## src/rtl/fetch_stage.sv

```systemverilog
// Instruction fetch stage: PC, single-outstanding imem requests, tagged instruction FIFO,
// branch redirect with draining of the in-flight wrong-path response.
module fetch_stage #(
  parameter logic [0:63] RESET_PC   = 64'h0,
  parameter int unsigned FIFO_DEPTH = 2
) (
  input  logic        clk,
  input  logic        rst,
  output logic        imem_req,
  output logic [0:63] imem_addr,
  input  logic        imem_ready,
  input  logic        imem_rvalid,
  input  logic [0:31] imem_rdata,
  input  logic        branch_taken,
  input  logic [0:63] branch_target,
  input  logic        stall,
  output logic [0:31] instruction,
  output logic [0:63] instr_pc,
  output logic        instr_valid
);

  localparam int unsigned PW = $clog2(FIFO_DEPTH);
  localparam int unsigned CW = PW + 1;
  localparam logic [CW-1:0] DEPTH_C = CW'(FIFO_DEPTH);

  localparam logic [1:0] S_FETCH = 2'd0;
  localparam logic [1:0] S_WAIT  = 2'd1;
  localparam logic [1:0] S_DRAIN = 2'd2;

  logic [1:0]    state_q, state_d;
  logic [0:63]   pc_q, pc_d;
  logic [0:63]   req_pc_q, req_pc_d;
  logic          outstanding_q, outstanding_d;
  logic [CW-1:0] count_q, count_d;
  logic [PW-1:0] wr_ptr_q, wr_ptr_d;
  logic [PW-1:0] rd_ptr_q, rd_ptr_d;

  logic [0:31] fifo_word_q [FIFO_DEPTH];
  logic [0:63] fifo_pc_q   [FIFO_DEPTH];

  logic [CW:0] occupancy;
  logic        fire;
  logic        push;
  logic        pop;

  // In-flight request counts against capacity so the FIFO can never overflow.
  assign occupancy = {1'b0, count_q} + {{CW{1'b0}}, outstanding_q};

  assign imem_req  = !rst && (state_q == S_FETCH) && !branch_taken &&
                     (occupancy < {1'b0, DEPTH_C});
  assign imem_addr = pc_q;
  assign fire      = imem_req && imem_ready;

  assign instr_valid = (count_q != '0);
  assign instruction = instr_valid ? fifo_word_q[rd_ptr_q] : '0;
  assign instr_pc    = instr_valid ? fifo_pc_q[rd_ptr_q]   : '0;

  assign push = (state_q == S_WAIT) && imem_rvalid && !branch_taken;
  assign pop  = instr_valid && !stall && !branch_taken;

  // NOTE: every always_comb output gets a default first so no latch is inferred.
  always_comb begin
    state_d       = state_q;
    pc_d          = pc_q;
    req_pc_d      = req_pc_q;
    outstanding_d = outstanding_q;
    count_d       = count_q;
    wr_ptr_d      = wr_ptr_q;
    rd_ptr_d      = rd_ptr_q;

    if (branch_taken) begin
      pc_d     = branch_target & ~64'h3;
      count_d  = '0;
      wr_ptr_d = '0;
      rd_ptr_d = '0;
      // A still-pending response must be swallowed before fetching again.
      if (outstanding_q && !imem_rvalid) begin
        state_d = S_DRAIN;
      end else begin
        state_d = S_FETCH;
      end
      outstanding_d = outstanding_q && !imem_rvalid;
    end else begin
      case (state_q)
        S_FETCH: begin
          if (fire) begin
            pc_d          = pc_q + 64'd4;
            req_pc_d      = pc_q;
            outstanding_d = 1'b1;
            state_d       = S_WAIT;
          end
        end
        S_WAIT, S_DRAIN: begin
          if (imem_rvalid) begin
            outstanding_d = 1'b0;
            state_d       = S_FETCH;
          end
        end
        default: state_d = S_FETCH;
      endcase
      if (push) wr_ptr_d = wr_ptr_q + PW'(1);
      if (pop)  rd_ptr_d = rd_ptr_q + PW'(1);
      count_d = count_q + CW'(push) - CW'(pop);
    end
  end

  // NOTE: sequential state uses non-blocking assignments only.
  always_ff @(posedge clk) begin
    if (rst) begin
      state_q       <= S_FETCH;
      pc_q          <= RESET_PC;
      req_pc_q      <= '0;
      outstanding_q <= 1'b0;
      count_q       <= '0;
      wr_ptr_q      <= '0;
      rd_ptr_q      <= '0;
    end else begin
      state_q       <= state_d;
      pc_q          <= pc_d;
      req_pc_q      <= req_pc_d;
      outstanding_q <= outstanding_d;
      count_q       <= count_d;
      wr_ptr_q      <= wr_ptr_d;
      rd_ptr_q      <= rd_ptr_d;
    end
  end

  // NOTE: buffer storage is not reset; count_q alone decides which entries are live.
  always_ff @(posedge clk) begin
    if (push) begin
      fifo_word_q[wr_ptr_q] <= imem_rdata;
      fifo_pc_q[wr_ptr_q]   <= req_pc_q;
    end
  end

endmodule

```

## config.mk

```make
export PLATFORM = sky130hd
export DESIGN_NAME = fetch_stage
export DESIGN_NICKNAME = d
export VERILOG_FILES = /design/src/rtl/fetch_stage.sv
export SDC_FILE = /design/constraint.sdc
export NUM_CORES = 1
export LEC_CHECK = 0
export ABC_AREA = 0
export CAP_MARGIN = 10
export CORE_ASPECT_RATIO = 1.1
export CORE_MARGIN = 2
export CORE_UTILIZATION = 40
export DETAILED_ROUTE_END_ITERATION = 10
export GPL_TIMING_DRIVEN = 0
export SLEW_MARGIN = 20
export SYNTH_ARGS = -nofsm -noshare
export SYNTH_HDL_FRONTEND = slang
export SYNTH_SLANG_ARGS = --single-unit
```

## constraint.sdc

```tcl
create_clock -name clk -period 7.6 [get_ports clk]
set_input_delay 0.76 -clock clk [delete_from_list [all_inputs] [get_ports clk]]
set_output_delay 0.76 -clock clk [all_outputs]
set_load 0.1 [all_outputs]
```

# --- After elaboration in Yosys (flattened, before gate mapping) ---
# Memory sizes are Yosys's and may differ from the RTL's. A register that Yosys moved wholly into a read port is not among the register bits.
# Index checks and enable logic that the tools add are counted.
classes:
  n_addsub: 6
  magnitude_cmp: 1
  eq_ne: 4
  mux: 20
  bitwise: 1
  reduce_logical: 25
ops:
  columns: ["cell", "count"]
  rows:
  - ["$mux W64", 4]
  - ["$add A64 B3 Y64 const B", 1]
  - ["$mux W32", 1]
  - ["$logic_and A1 B1 Y1", 9]
  - ["$mux W1", 9]
  - ["$mux W2", 4]
  - ["$ne A3 B3 Y1 const B", 2]
  - ["$reduce_and A2 Y1", 3]
  - ["$reduce_and A3 Y1", 2]
  - ["$reduce_bool A2 Y1", 3]
  - ["$logic_not A1 Y1", 4]
  - ["$pmux W2 S2", 1]
  - ["$reduce_or A2 Y1", 2]
  - ["$add A2 B1 Y3", 1]
  - ["$lt A3 B2 Y1 const B", 1]
  - ["$reduce_bool A3 Y1", 1]
  - ["$add A1 B1 Y1 const B", 2]
  - ["$add A2 B1 Y2", 1]
  - ["$eq A2 B1 Y1 const B", 1]
  - ["$eq A2 B2 Y1 const B", 1]
  - ["$logic_not A2 Y1", 1]
  - ["$pmux W1 S2", 1]
  - ["$sub A2 B1 Y2", 1]
  - ["$not A1 Y1", 1]
word_totals:
  regBits: 135
  ram_bits: 192
  in_bits: 102
  output_inout_bits: 162
  n_memories: 2
memory_table:
  columns: ["memory", "words", "word_bits", "rd", "rd_clocked_by_memory_dff", "wr", "line_no", "text"]
  rows:
  - ["fifo_pc_q", 2, 64, 1, 1, 1, "39", "logic [0:63] fifo_pc_q [FIFO_DEPTH];"]
  - ["fifo_word_q", 2, 32, 1, 1, 1, "38", "logic [0:31] fifo_word_q [FIFO_DEPTH];"]

# --- Longest topological paths before layout ---
depth:
  ltp_word: 8
  mapped_depth: 10
  ltp_nobuf: 9

# --- Worst setup path before layout ---
# No wires, ideal clock.
synth_path:
  kind: "input -> register"
  startpoint: "input port branch_taken"
  endpoint: "memory fifo_pc_q[0][10] (netlist bit), enable pin"
  setup_time_ps: 548
  arrival_ps: 5419
  t_required_ps: 7052
  slack_ps: 1633
  cell_stages: 5
  cell_sequence: "clkbuf_1 inv_1 clkbuf_1 nand3_1 nor2_1"
synth_via:
  elab_chain_cells: 4
synth_rtl:
  columns: ["element", "line_no", "text"]
  rows:
  - ["from (decl)", "14", "input logic branch_taken,"]
  - ["$logic_not A1 Y1", "58", "assign push = (state_q == S_WAIT) && imem_rvalid && !branch_taken;"]
  - ["$logic_and A1 B1 Y1", "58", null]
  - ["$mux W1", "130", "if (push) begin"]
  - ["$mux W1 (implied by the code)", "132", "fifo_pc_q[wr_ptr_q] <= req_pc_q;"]
  - ["to (decl)", "39", null]
# Every way passes these cells.

==> out/results.ini <==
[clock_network]
numCtsBuffers = 34
clockBufferDepth = 3
clock-sinks = 320
htreeDepth = 2
post-cts-setup-buffer-count = 0
path_clk_slew_ps = 60
clkLatencyLatePin_ps = 520
tritoncts = done
hold_buffers = 0
post_cts_resized = 0
cts_root_buf = clkbuf_16

[floorplanning]
die_h_um = 197
core_area_um2 = 33400
rows = 70
dieArea_um2 = 35500
io-pin-count = 264
fp.dieW_um = 180
start_util_pct = 40.7

[sta]
fmaxAchievable_mhz = 202
finalClockSkew_ps = 16.5
relSlewSlack_pct = 28.7
finalHoldViolations = 0
finalCritPeriodShare_pct = 65.0
finalSetupViolations = 0
drv_slew = 0
period_needed_ps = 4940
tightest_slew_ps = 1070
rsz0062_at_grt = no

[detailed_routing]
drt-initial-drc-count = 630
drc = 0
totalWireLength_um = 41200
wire_per_inst_um = 20.7
drtPass1Iterations = 5
ant_nets = 0
via_count = 10700
via_per_inst = 5.38

[finish]
regArea_um2 = 8290
multi_input_area_um2 = 4920
stdcell_area_um2 = 18200
finalNetCount = 1640
syn_to_final_growth_pct = 33.6
fill_cells = 2989
drive_gt1_share_pct = 6.61

[global_route]
grt_pass1_wl_um = 62600
antenna_found_initial = 3
grt.total_usage_pct = 22.8
grt_max_degree = 25
grt_overflow = 0
grt_pass1_vias = 10500

[worst_setup_path]
critPathCaptureType = primary output
critPathLaunchType = flop
crit_fanout = 10
worst-path-buf-inv = 4
path_delay_family = buffers and inverters
required_ps = 6840
critPathSlowestCell = clkdlybuf4s50_1
crit_type = reg2out
slowest_delay_ps = 1140
crit_chain = clkbuf_1, clkbuf_1, buf_1, mux2i_1, nor2_1, clkdlybuf4s50_1
crit_top_cell = clkbuf_1
cp.arrival_ps = 4180

[logic_synthesis]
synth-main-ff-cell = edfxtp_1
ys_ff_latch = 320
ys_warn_count = 0
seq_area_frac_synth_pct = 60.9
synth_edf_count = 188
synth_cell_types = 68
async_reset_ff_share_pct = 0
syn-mean-instance-area_um2 = 11.1
synthCells = 1228
synth_area_um2 = 13600

[pwr]
p_per_area_nw_per_um2 = 227
power.total_w = 0.00413
p_int_w = 0.00311
vdd_drop_max_mv = 0.154
p_sw_share_pct = 24.8
p_leak_nw = 5.67
p_clk_share_pct = 43.7
seqPwrFrac_pct = 46.3
power_frac_comb_pct = 10.0
p_sw_w = 0.00102

[placed_design]
io_buffers = 256
placement.cell_area_um2 = 16900
globalplace.congestion = 0.897
dp_hpwl_um = 30200

[outcome]
status = finished clean

[job]
max-cap-violations = 0

[hold_path]
min_path_type = reg2reg

## cell type report
cell class | count | area share [%]
Buffer | 81 | 1.92
Clock inverter | 21 | 1.75
Timing Repair Buffer | 266 | 15.3
Tap cell | 432 | 2.98
Multi-Input combinational cell | 813 | 27.1
Antenna cell | 2 | 0.0275
Clock buffer | 41 | 4.99
Sequential cell | 320 | 45.6
Inverter | 17 | 0.351
## final timing paths
kind	start	slack, ps	to	cells past startpoint
max reg2reg	state_q[1]$_SDFFE_PP0P_	4580	imem_addr[25]$_SDFFE_PP0P_	8
min	req_pc_q[7]$_SDFFE_PP0P_	450	fifo_pc_q[0][56]$_DFFE_PP_	0
max	flop	2660	instr_pc[20]	6
min reg2reg	req_pc_q[7]$_SDFFE_PP0P_	450	fifo_pc_q[0][56]$_DFFE_PP_	0
## metal layers
layer | routed length, µm | vias up | GRT usage, %
li1 | - | 5111 | -
met1 | 17300 | 5136 | 29.8
met2 | 19900 | 412 | 38.5
met3 | 3130 | 56 | 4.39
met4 | 920 | 2 | 7.05
met5 | 13 | - | 0
## through the flow
stage | util (%) | setup TNS [ps] | setup WS, ps | instances | hold WS [ps]
CTS | 54.4 | 0 | 2530 | 1991 | 449
global placement | 50.1 | -427230 | -2290 | 1919 | 427
floorplan | - | 0 | 1630 | 1231 | 425
finish | 54.4 | 0 | 2660 | 1993 | 449
detailed placement | 50.8 | 0 | 3000 | 1929 | 440
global route | 54.4 | 0 | 2450 | 1993 | 463
## cell families (layout without fill, tap and decap cells)
logic type,after synthesis,count (layout),share of synthesized area [%]
buffers and inverters,98,426,3.04
flip-flops,320,320,60.9
XOR/XNOR,24,24,1.55
adder cells (fa/ha/maj),5,5,0.460
AO/OA/AOI/OAI,164,164,8.33
multiplexers,95,95,7.00
other,1,6,0.0276
AND/OR/NAND/NOR,521,521,18.7
## sequential cells by signal (all words and copies together), names as in the netlist, named ones only
signal,count
outstanding_q,1
fifo_word_q,64
imem_addr,62
count_q,2
req_pc_q,62
fifo_pc_q,124
rd_ptr_q,1
state_q,2
wr_ptr_q,1
## cells in the final DEF, fill, tap and decap left out, types with 21 or more instances in the layout
master,count
clkbuf_16,34
a21oi_1,64
clkbuf_1,58
nand3_1,29
clkdlybuf4s50_1,256
edfxtp_1,188
mux2i_1,94
dfxtp_1,132
nand4_1,30
nor4_1,29
nor3_1,21
nand2_1,175
nor2_1,155
## worst register-to-register path, cell delays in order (launching register included)
cell       delay (ps)
dfxtp_1           300
inv_1              80
ha_1              240
a21boi_1          600
nand2_2           210
buf_2             250
nor3_2            560
a311oi_1          190
a2111oi_0         440
## cells in the mapped netlist (4+ instances only)
| cell type | number | area (µm²) |
|---|---|---|
| o211a_1 | 4 | 40.0 |
| mux2i_1 | 94 | 941 |
| a311oi_1 | 16 | 140 |
| nand4_1 | 30 | 188 |
| nand2b_1 | 4 | 25.0 |
| o21ai_0 | 14 | 70.1 |
| a2111oi_0 | 7 | 61.3 |
| nand2_1 | 175 | 657 |
| or4_1 | 7 | 52.6 |
| buf_2 | 9 | 45.0 |
| and3_1 | 8 | 50.1 |
| and2_1 | 8 | 50.1 |
| dfxtp_1 | 132 | 2640 |
| nor4_1 | 29 | 181 |
| clkbuf_1 | 54 | 203 |
| nor3_1 | 21 | 105 |
| or3_1 | 19 | 119 |
| o211ai_1 | 5 | 37.5 |
| a211oi_1 | 20 | 150 |
| a211o_1 | 4 | 35.0 |
| edfxtp_1 | 188 | 5650 |
| a21oi_1 | 64 | 320 |
| nor2_1 | 157 | 589 |
| buf_4 | 5 | 37.5 |
| nand3_1 | 29 | 145 |
| and4_1 | 9 | 78.8 |
| xnor2_1 | 17 | 149 |
| o31ai_1 | 4 | 30.0 |
| buf_1 | 11 | 41.3 |
| inv_1 | 17 | 63.8 |
| ha_1 | 5 | 62.6 |
| xor2_1 | 7 | 61.3 |
## power by group through the flow
stage	clock network (W)	registers (W)	logic [W]
floorplan	0	0.00209	0.000107
global placement	0	0.00195	0.000408
detailed placement	0	0.00195	0.000412
CTS	0.00184	0.00191	0.000413
global route	0.00191	0.00192	0.000431
finish	0.00181	0.00191	0.000413
Note: power is estimated with default switching activity, not from simulation.
